### src/rtl/imem_pkg.sv
// Shared definitions for the instruction-memory boot loader: FSM states,
// error codes and the per-state status flags driven on the loader outputs.
package imem_pkg;

    localparam int unsigned IMEM_SIZE_DEF = 132;
    localparam int unsigned BYTE_W        = 8;
    localparam int unsigned LEN_W         = 16;
    localparam int unsigned ERR_W         = 2;

    localparam logic [ERR_W-1:0] ERR_NONE    = 2'b00;
    localparam logic [ERR_W-1:0] ERR_LEN     = 2'b01;
    localparam logic [ERR_W-1:0] ERR_CSUM    = 2'b10;
    localparam logic [ERR_W-1:0] ERR_TIMEOUT = 2'b11;

    typedef enum logic [2:0] {
        IDLE,
        LEN_LO,
        LEN_HI,
        DATA,
        CSUM,
        DONE,
        ERR
    } state_t;

    typedef struct packed {
        logic in_ready;
        logic cpu_hold;
        logic done;
        logic error;
    } status_t;

    // Status flags that hold for the whole time the FSM sits in state s.
    function automatic status_t status_of(input state_t s);
        status_t st;
        st.in_ready = (s == LEN_LO) || (s == LEN_HI) || (s == DATA) || (s == CSUM);
        st.cpu_hold = (s != DONE);
        st.done     = (s == DONE);
        st.error    = (s == ERR);
        return st;
    endfunction

endpackage

### src/rtl/loader_timeout.sv
// Idle-cycle watchdog: counts consecutive ticks and flags the tick that
// reaches LIMIT so the loader can abort on that same edge.
module loader_timeout #(
    parameter int unsigned LIMIT = 255
) (
    input  logic clk,
    input  logic rst_n,
    input  logic clear,
    input  logic tick,
    output logic expired
);

    localparam int unsigned CNT_W = $clog2(LIMIT + 1);

    logic [CNT_W-1:0] count;

    always_ff @(posedge clk or negedge rst_n) begin
        if (!rst_n) begin
            count <= '0;
        end else if (clear) begin
            count <= '0;
        end else if (tick && !expired) begin
            count <= count + CNT_W'(1);
        end
    end

    assign expired = tick && (count == CNT_W'(LIMIT - 1));

endmodule

### src/rtl/imem_loader.sv
// Boot loader: receives a length-prefixed, XOR-checksummed byte image and
// writes it into instruction memory while holding the processor.
module imem_loader
    import imem_pkg::*;
#(
    parameter int unsigned IMEM_SIZE = IMEM_SIZE_DEF,
    parameter int unsigned TIMEOUT   = 255
) (
    input  logic              clk,
    input  logic              rst_n,
    input  logic              start,
    input  logic              in_valid,
    input  logic [BYTE_W-1:0] in_data,
    output logic              in_ready,
    output logic              wr_en,
    output logic [BYTE_W-1:0] wr_addr,
    output logic [BYTE_W-1:0] wr_data,
    output logic              cpu_hold,
    output logic              done,
    output logic              error,
    output logic [ERR_W-1:0]  err_code,
    output logic [BYTE_W-1:0] byte_count
);

    state_t             state;
    status_t            status;
    logic [BYTE_W-1:0]  len_lo;
    logic [LEN_W-1:0]   len;
    logic [BYTE_W-1:0]  csum;
    logic [LEN_W-1:0]   len_rx;
    logic               xfer;
    logic               start_ok;
    logic               tick;
    logic               expired;

    assign xfer     = in_valid && status.in_ready;
    assign start_ok = start && ((state == IDLE) || (state == DONE) || (state == ERR));
    assign tick     = status.in_ready && !in_valid;
    assign len_rx   = {in_data, len_lo};

    assign in_ready = status.in_ready;
    assign cpu_hold = status.cpu_hold;
    assign done     = status.done;
    assign error    = status.error;

    loader_timeout #(
        .LIMIT (TIMEOUT)
    ) u_timeout (
        .clk     (clk),
        .rst_n   (rst_n),
        .clear   (xfer || start_ok),
        .tick    (tick),
        .expired (expired)
    );

    always_ff @(posedge clk or negedge rst_n) begin
        if (!rst_n) begin
            state      <= IDLE;
            status     <= status_of(IDLE);
            wr_en      <= 1'b0;
            wr_addr    <= '0;
            wr_data    <= '0;
            err_code   <= ERR_NONE;
            byte_count <= '0;
            len_lo     <= '0;
            len        <= '0;
            csum       <= '0;
        end else begin
            wr_en <= 1'b0;
            case (state)
                IDLE, DONE, ERR: begin
                    if (start_ok) begin
                        state      <= LEN_LO;
                        status     <= status_of(LEN_LO);
                        byte_count <= '0;
                        csum       <= '0;
                        err_code   <= ERR_NONE;
                    end
                end
                LEN_LO: begin
                    if (xfer) begin
                        len_lo <= in_data;
                        csum   <= csum ^ in_data;
                        state  <= LEN_HI;
                        status <= status_of(LEN_HI);
                    end
                end
                LEN_HI: begin
                    if (xfer) begin
                        len  <= len_rx;
                        csum <= csum ^ in_data;
                        if (len_rx > LEN_W'(IMEM_SIZE)) begin
                            state    <= ERR;
                            status   <= status_of(ERR);
                            err_code <= ERR_LEN;
                        end else if (len_rx == '0) begin
                            state  <= CSUM;
                            status <= status_of(CSUM);
                        end else begin
                            state  <= DATA;
                            status <= status_of(DATA);
                        end
                    end
                end
                DATA: begin
                    // Memory write lands on the cycle after the byte is accepted.
                    if (xfer) begin
                        wr_en      <= 1'b1;
                        wr_addr    <= byte_count;
                        wr_data    <= in_data;
                        byte_count <= byte_count + BYTE_W'(1);
                        csum       <= csum ^ in_data;
                        if (LEN_W'(byte_count) + LEN_W'(1) == len) begin
                            state  <= CSUM;
                            status <= status_of(CSUM);
                        end
                    end
                end
                CSUM: begin
                    if (xfer) begin
                        if (in_data == csum) begin
                            state  <= DONE;
                            status <= status_of(DONE);
                        end else begin
                            state    <= ERR;
                            status   <= status_of(ERR);
                            err_code <= ERR_CSUM;
                        end
                    end
                end
                default: begin
                    state  <= IDLE;
                    status <= status_of(IDLE);
                end
            endcase

            // Only fires in a receiving state with no transfer, so it never races a byte.
            if (expired) begin
                state    <= ERR;
                status   <= status_of(ERR);
                err_code <= ERR_TIMEOUT;
            end
        end
    end

endmodule

### config.mk
export PLATFORM = sky130hd
export DESIGN_NAME = imem_loader
export DESIGN_NICKNAME = d
export VERILOG_FILES = /design/src/rtl/imem_pkg.sv /design/src/rtl/loader_timeout.sv /design/src/rtl/imem_loader.sv
export SDC_FILE = /design/constraint.sdc
export NUM_CORES = 1
export LEC_CHECK = 0
export CELL_PAD_IN_SITES_DETAIL_PLACEMENT = 2
export CELL_PAD_IN_SITES_GLOBAL_PLACEMENT = 2
export CORE_MARGIN = 2
export CORE_UTILIZATION = 30
export DETAILED_ROUTE_END_ITERATION = 10
export PLACE_DENSITY = 0.73
export SKIP_CTS_REPAIR_TIMING = 1
export SLEW_MARGIN = 30
export SYNTH_ARGS = -nofsm -noshare
export SYNTH_HDL_FRONTEND = slang
export SYNTH_HIERARCHICAL = 1
export SYNTH_SLANG_ARGS = --single-unit
### constraint.sdc
create_clock -name clk -period 5.1 [get_ports clk]
set_input_delay 1.02 -clock clk [delete_from_list [all_inputs] [get_ports clk]]
set_output_delay 1.02 -clock clk [all_outputs]
set_load 0.01 [all_outputs]
# Word-level counts from Yosys, hierarchy flattened
# Index checks and enable logic that the tools add are counted.
[op_classes]
muxes = 37
n_addsub = 3
eq_ne = 20
reduce_logical = 25
n_bitwise = 1
order_cmp = 1
[ops]
columns = ["operator", "n"]
rows = [
  ["8-bit two-way mux", 5],
  ["4-bit two-way mux", 8],
  ["8-bit case mux with 2 select lines", 2],
  ["3-bit two-way mux", 10],
  ["3-bit by 2-bit inequality test with 1-bit output (second input constant)", 8],
  ["4-bit case mux with 5 select lines", 1],
  ["8-bit by 1-bit adder with 8-bit output (second input constant)", 2],
  ["9-bit by 16-bit == test with 1-bit output", 1],
  ["16-bit by 8-bit greater-than comparator with 1-bit output (second input constant)", 1],
  ["16-bit zero test", 1],
  ["3-bit case mux with 5 select lines", 1],
  ["2-bit two-way mux", 7],
  ["6-bit AND reduction", 2],
  ["8-bit by 1-bit adder with 9-bit output (second input constant)", 1],
  ["3-bit == test (second input constant)", 3],
  ["8-bit == test", 1],
  ["8-bit == test (second input constant)", 1],
  ["8-bit XOR", 1],
  ["3-bit by 2-bit == test with 1-bit output (second input constant)", 2],
  ["2-bit case mux with 3 select lines", 1],
  ["2-bit AND reduction", 3],
  ["3-bit AND reduction", 2],
  ["2-bit nonzero test", 3],
  ["3-bit OR reduction", 2],
  ["other kinds (9)", 18],
]
[totals]
register_bits = 74
output_inout_bits = 31
inputBits = 12

# Logic depth before layout (Yosys ltp)
[depth]
depth_word = 7
depth_mapped = 9

# Cells and area by module
# The synthesis kept the hierarchy.
[modules_own_cells]
columns = ["mod", "area_each_um2", "cells_each", "seq_area_each_um2", "n_inst"]
rows = [
  ["imem_loader", 3328.2, 343, 1652.8, 1],
  ["loader_timeout", 499.2, 47, 200.2, 1],
]

# Least setup slack after synthesis
# OpenSTA, ideal clock, no wires.
[synth_timing]
kind = "input-to-reg"
start = "input in_valid"
end = "register status (netlist bit error)"
path_buffers = 2
stages = 7
setup_ns = 0.125
path_slack_ns = 2.601
arrival_ns = 2.374
path_cell_list = "nor2b_1 -> and3_2 -> buf_1 -> a21oi_1 -> o31a_1 -> buf_6 -> mux2_4"
[synth_between]
elab_chain_cells = 5
[synth_lines]
columns = ["item", "line", "rtl"]
rows = [
  ["from (decl)", "imem_loader.sv:12", "input logic in_valid,"],
  ["1-bit zero test (*)", "imem_loader.sv:38", "assign tick = status.in_ready && !in_valid;"],
  ["1-bit logical AND (*)", "imem_loader.sv:38", ""],
  ["1-bit logical AND (*)", "loader_timeout.sv:27", "assign expired = tick && (count == CNT_W'(LIMIT - 1));"],
  ["via expired", "imem_loader.sv:34", "logic expired;"],
  ["3-bit by 2-bit inequality test with 1-bit output (no line)", "n/a", ""],
  ["6-bit AND reduction (no line)", "n/a", ""],
  ["to (signal assigned)", "imem_loader.sv:59", "status <= status_of(IDLE);"],
  ["to (signal assigned)", "imem_loader.sv:74", "status <= status_of(LEN_LO);"],
  ["to (signal assigned)", "imem_loader.sv:85", "status <= status_of(LEN_HI);"],
  ["to (decl)", "imem_loader.sv:26", "status_t status;"],
]
# The timed path passes the listed nets; every way through them passes the cells marked *.
# A chain may end at the register's enable or synchronous reset.

# Worst setup path after layout
[layout_timing]
start = "input in_valid"
end = "register status (netlist bit error)"
[layout_between]
elab_chain_cells = 5
[layout_lines]
columns = ["item", "line"]
rows = [
  ["1-bit zero test", "imem_loader.sv:38"],
  ["1-bit logical AND", "imem_loader.sv:38"],
  ["1-bit logical AND", "loader_timeout.sv:27"],
  ["3-bit by 2-bit inequality test with 1-bit output (no line)", "n/a"],
  ["6-bit AND reduction (no line)", "n/a"],
]
# Parallel ways exist; a longest one is shown, timed or not.

==> impl_results.md <==
- Final setup fails: 0
- Vias per inst: 5.07
- Antenna diode count: 0
- Syn avg cell area: approximately 9.8 sq um
- CP Data Arrival Time: around 3.4 ns
- Clk sinks: 74
- DPL Wire Length: ~7600 microns
- Global-route wire length before repair: 18700 microns
- WL final: 11100 microns
- Clk slew on worst S/H paths: roughly 0.06 ns
- Clock buffer depth: 2
- Power Density: roughly 550 mW/mm^2
- CTS tree: done
- Die H: approximately 120 microns
- Number of synthesized register bits: 74
- Routability cong.: 0.791
- Post-layout min period: between 3 and 4 ns
- DIE AREA: roughly 0.014 sq mm
- Status: completed
- Synthesized netlist cell count: ~400
- Area delta synth->final: 22.4%
- Largest net degree at the start of global routing: 75
- Max-Cap Viols: 0
- Skew final: a little over 0.01 ns
- Pleak: 0.00203 uW
- Async SR Flop Fraction: 100%
- Chip width: around 120 microns
- CP endpoint kind: register
- Max IR drop VDD: roughly 170 uV
- Latest clock arrival within the worst-skew pair: approximately 0.35 ns
- CTS H-tree depth: 3
- Worst Hold Class: reg2reg
- Final Max Slew Viols: 0
- # rows: 41
- YS warnings: 6
- Critical path launch point type: primary input
- Placed Cells: between 500 and 600
- Final hold slack: ~0.47 ns
- Post-DRT Antenna Nets: 0
- Combinational fraction of design power: ~37%
- Top post-synthesis cells by area: dfrtp_1 (48%), mux2_2 (7.4%), nand2_1 (7.3%), o21ai_0 (4.7%), xor2_1 (3.0%)
- Area leader, netlist: dfrtp_1
- Register area share after synthesis: between 40% and 50%
- Post-synth top area share: between 40 and 50%
- Period utilisation layout: 62.0%
- Predominant post-synthesis flop cell: dfrtp_1
- Layout cells sized above 1: between 10% and 20%
- Area of the core: approximately 0.013 sq mm
- Via count: between 3000 and 4000
- Initial drt markers: 96
- Sequential share of power: 38.0%
- Switching part of the total: between 30% and 40%
- Initial Util: between 30 and 40%
- IO Port Bufs: between 40 and 50
- Worst endpoint required time: between 5 and 6 ns
- Maximum clock rate: 316 MHz
- Worst slew pin tran: 0.894 ns
- DRC Markers: 0
- Internal cell power: roughly 1600 uW
- Clock share of power: roughly a quarter
- Post-synth EDFFs: 0
- Setup TNS: 0 ns
- RSZ-0062 raised after global routing: no
- Syn_nets: 405
- Avg WL per Cell: 18.4 microns
- I/O pin count: 43
- Initial antenna violation count: 0
- Total clock buffers created by CTS: 9
- 1st-pass router iterations: 4
- GRT Util Overall: 18.1%
- Vias in the first global route: roughly 3300
- Final hold vios: 0
- Total congestion overflow: 0
- Crit path max fanout: 7
- Mapped Area: between 0.003 and 0.004 sq mm
- Fin cells: just over 600
- Library cells used by synthesis: 63
- Max-slew headroom: 40.3%
- Clk root buf: clkbuf_16
- Fin nets: roughly 440
- Crit path kind: in2reg
- NetSw: about 970 uW
synth_stat cells, types with 2 or more instances:
| cell | number |
|---|---|
| a211oi_1 | 2 |
| a21o_1 | 3 |
| a21oi_1 | 8 |
| a31oi_1 | 7 |
| and2_1 | 2 |
| and3_2 | 4 |
| buf_2 | 5 |
| buf_4 | 3 |
| buf_6 | 2 |
| clkbuf_1 | 8 |
| dfrtp_1 | 73 |
| ha_1 | 3 |
| inv_1 | 9 |
| mux2_2 | 25 |
| mux2_4 | 3 |
| nand2_1 | 74 |
| nand2b_1 | 3 |
| nand3_1 | 4 |
| nand4_1 | 3 |
| nor2_1 | 24 |
| nor2b_1 | 8 |
| nor3_1 | 5 |
| nor3_2 | 2 |
| nor4_1 | 8 |
| o211ai_1 | 2 |
| o21ai_0 | 36 |
| o21bai_1 | 2 |
| o31a_1 | 2 |
| o31ai_1 | 3 |
| or3_2 | 2 |
| or4_1 | 3 |
| xnor2_1 | 9 |
| xor2_1 | 13 |
cells by family (layout without fill, tap and decap cells):
logic type                 after synthesis  after routing  synth area share (%)
AOI/OAI and AO/OA                       77             77                  12.7
xor gates and xnor gates                22             22                  5.03
adders and majority gates                3              3                 0.981
buffers and inverters                   28             70                  3.60
DFF                                     74             74                  48.4
muxes                                   30             30                  9.09
and+or+nand+nor                        156            156                  20.1
final timing paths:
check,to,depth (start not counted),from,slack [ns]
max in group asynchronous,done$_DFFE_PN0P_,1,rst_n,3.89
worst min-delay path,cpu_hold$_DFFE_PN1P_,2,cpu_hold$_DFFE_PN1P_,0.47
worst max-delay path,error$_DFFE_PN0P_,7,in_valid,1.94
worst min register to register,cpu_hold$_DFFE_PN1P_,2,cpu_hold$_DFFE_PN1P_,0.47
min in group asynchronous,wr_addr[1]$_DFFE_PN0P_,1,rst_n,0.70
worst max register to register,error$_DFFE_PN0P_,7,byte_count[0]$_DFFE_PN0P_,2.45
metal layers:
layer  vias to the layer above  GRT usage, %  share of wire (%)
li1                       1440             -                  -
met1                      1562          24.3                 46
met2                        49          29.7                 49
met3                        11          2.88                2.6
met4                         0          6.59                1.7
met5                         -             0                  0
worst max-delay path: stages:
cell and delay (ns):
clkdlybuf4s50_1 0.53, nand2_1 0.30, o211a_1 0.18, a31oi_1 0.06, a21oi_1 0.44, o31a_1 0.51, mux2_4 0.34
layout by cell type (no fill, tap or decap), drive strengths merged, types with 3 or more instances in the layout:
cell type,count
nand2,74
nand2b,3
nor4,8
and3,5
a21o,3
a21oi,9
or4,3
clkbuf,9
buf,4
xnor2,9
mux2,29
o31ai,3
nand4,4
nand3,5
clkinv,3
o21ai,36
inv,11
and4,3
nor2,25
a31oi,7
ha,3
xor2,13
a21boi,3
dfrtp,73
clkdlybuf4s50,41
nor3,7
and2,3
nor2b,8
or3,3
per-stage QoR:
step / utilization [%] / setup WS, ns / instance area [sq um] / power, uW
finish: 37.4 / 1.94 / 4690 / 2600
floorplan: - / 2.60 / 3830 / 1590
detailed placement: 35.0 / 1.55 / 4380 / 1960
global placement: 35.0 / 1.58 / 4380 / 1910
global route: 37.4 / 1.79 / 4690 / 2790
CTS: 37.4 / 1.89 / 4690 / 2640
power by group through the flow:
stage	sequential [uW]	clock, uW	combinational (uW)
after floorplan	929	0	665
after global placement	990	0	921
after detailed placement	997	0	963
after CTS	990	676	974
after global routing	1020	700	1070
final	986	659	951
cell type report:
type,instances,area [sq um]
tap,172,215
clock inverter,7,77.6
sequential,74,1850
clock buffer,9,225
multi-input combinational,288,1840
timing repair buffer,45,444
inverter,9,33.8
fill,1377,7830
state kept, by name, summed over array words and instances (netlist names), 2 cells and up:
signal	flops
byte_count	8
csum	8
err_code	2
len	16
len_lo	8
state	3
u_timeout/count	8
wr_addr	8
wr_data	8
Note: power is estimated with default switching activity, not from simulation.
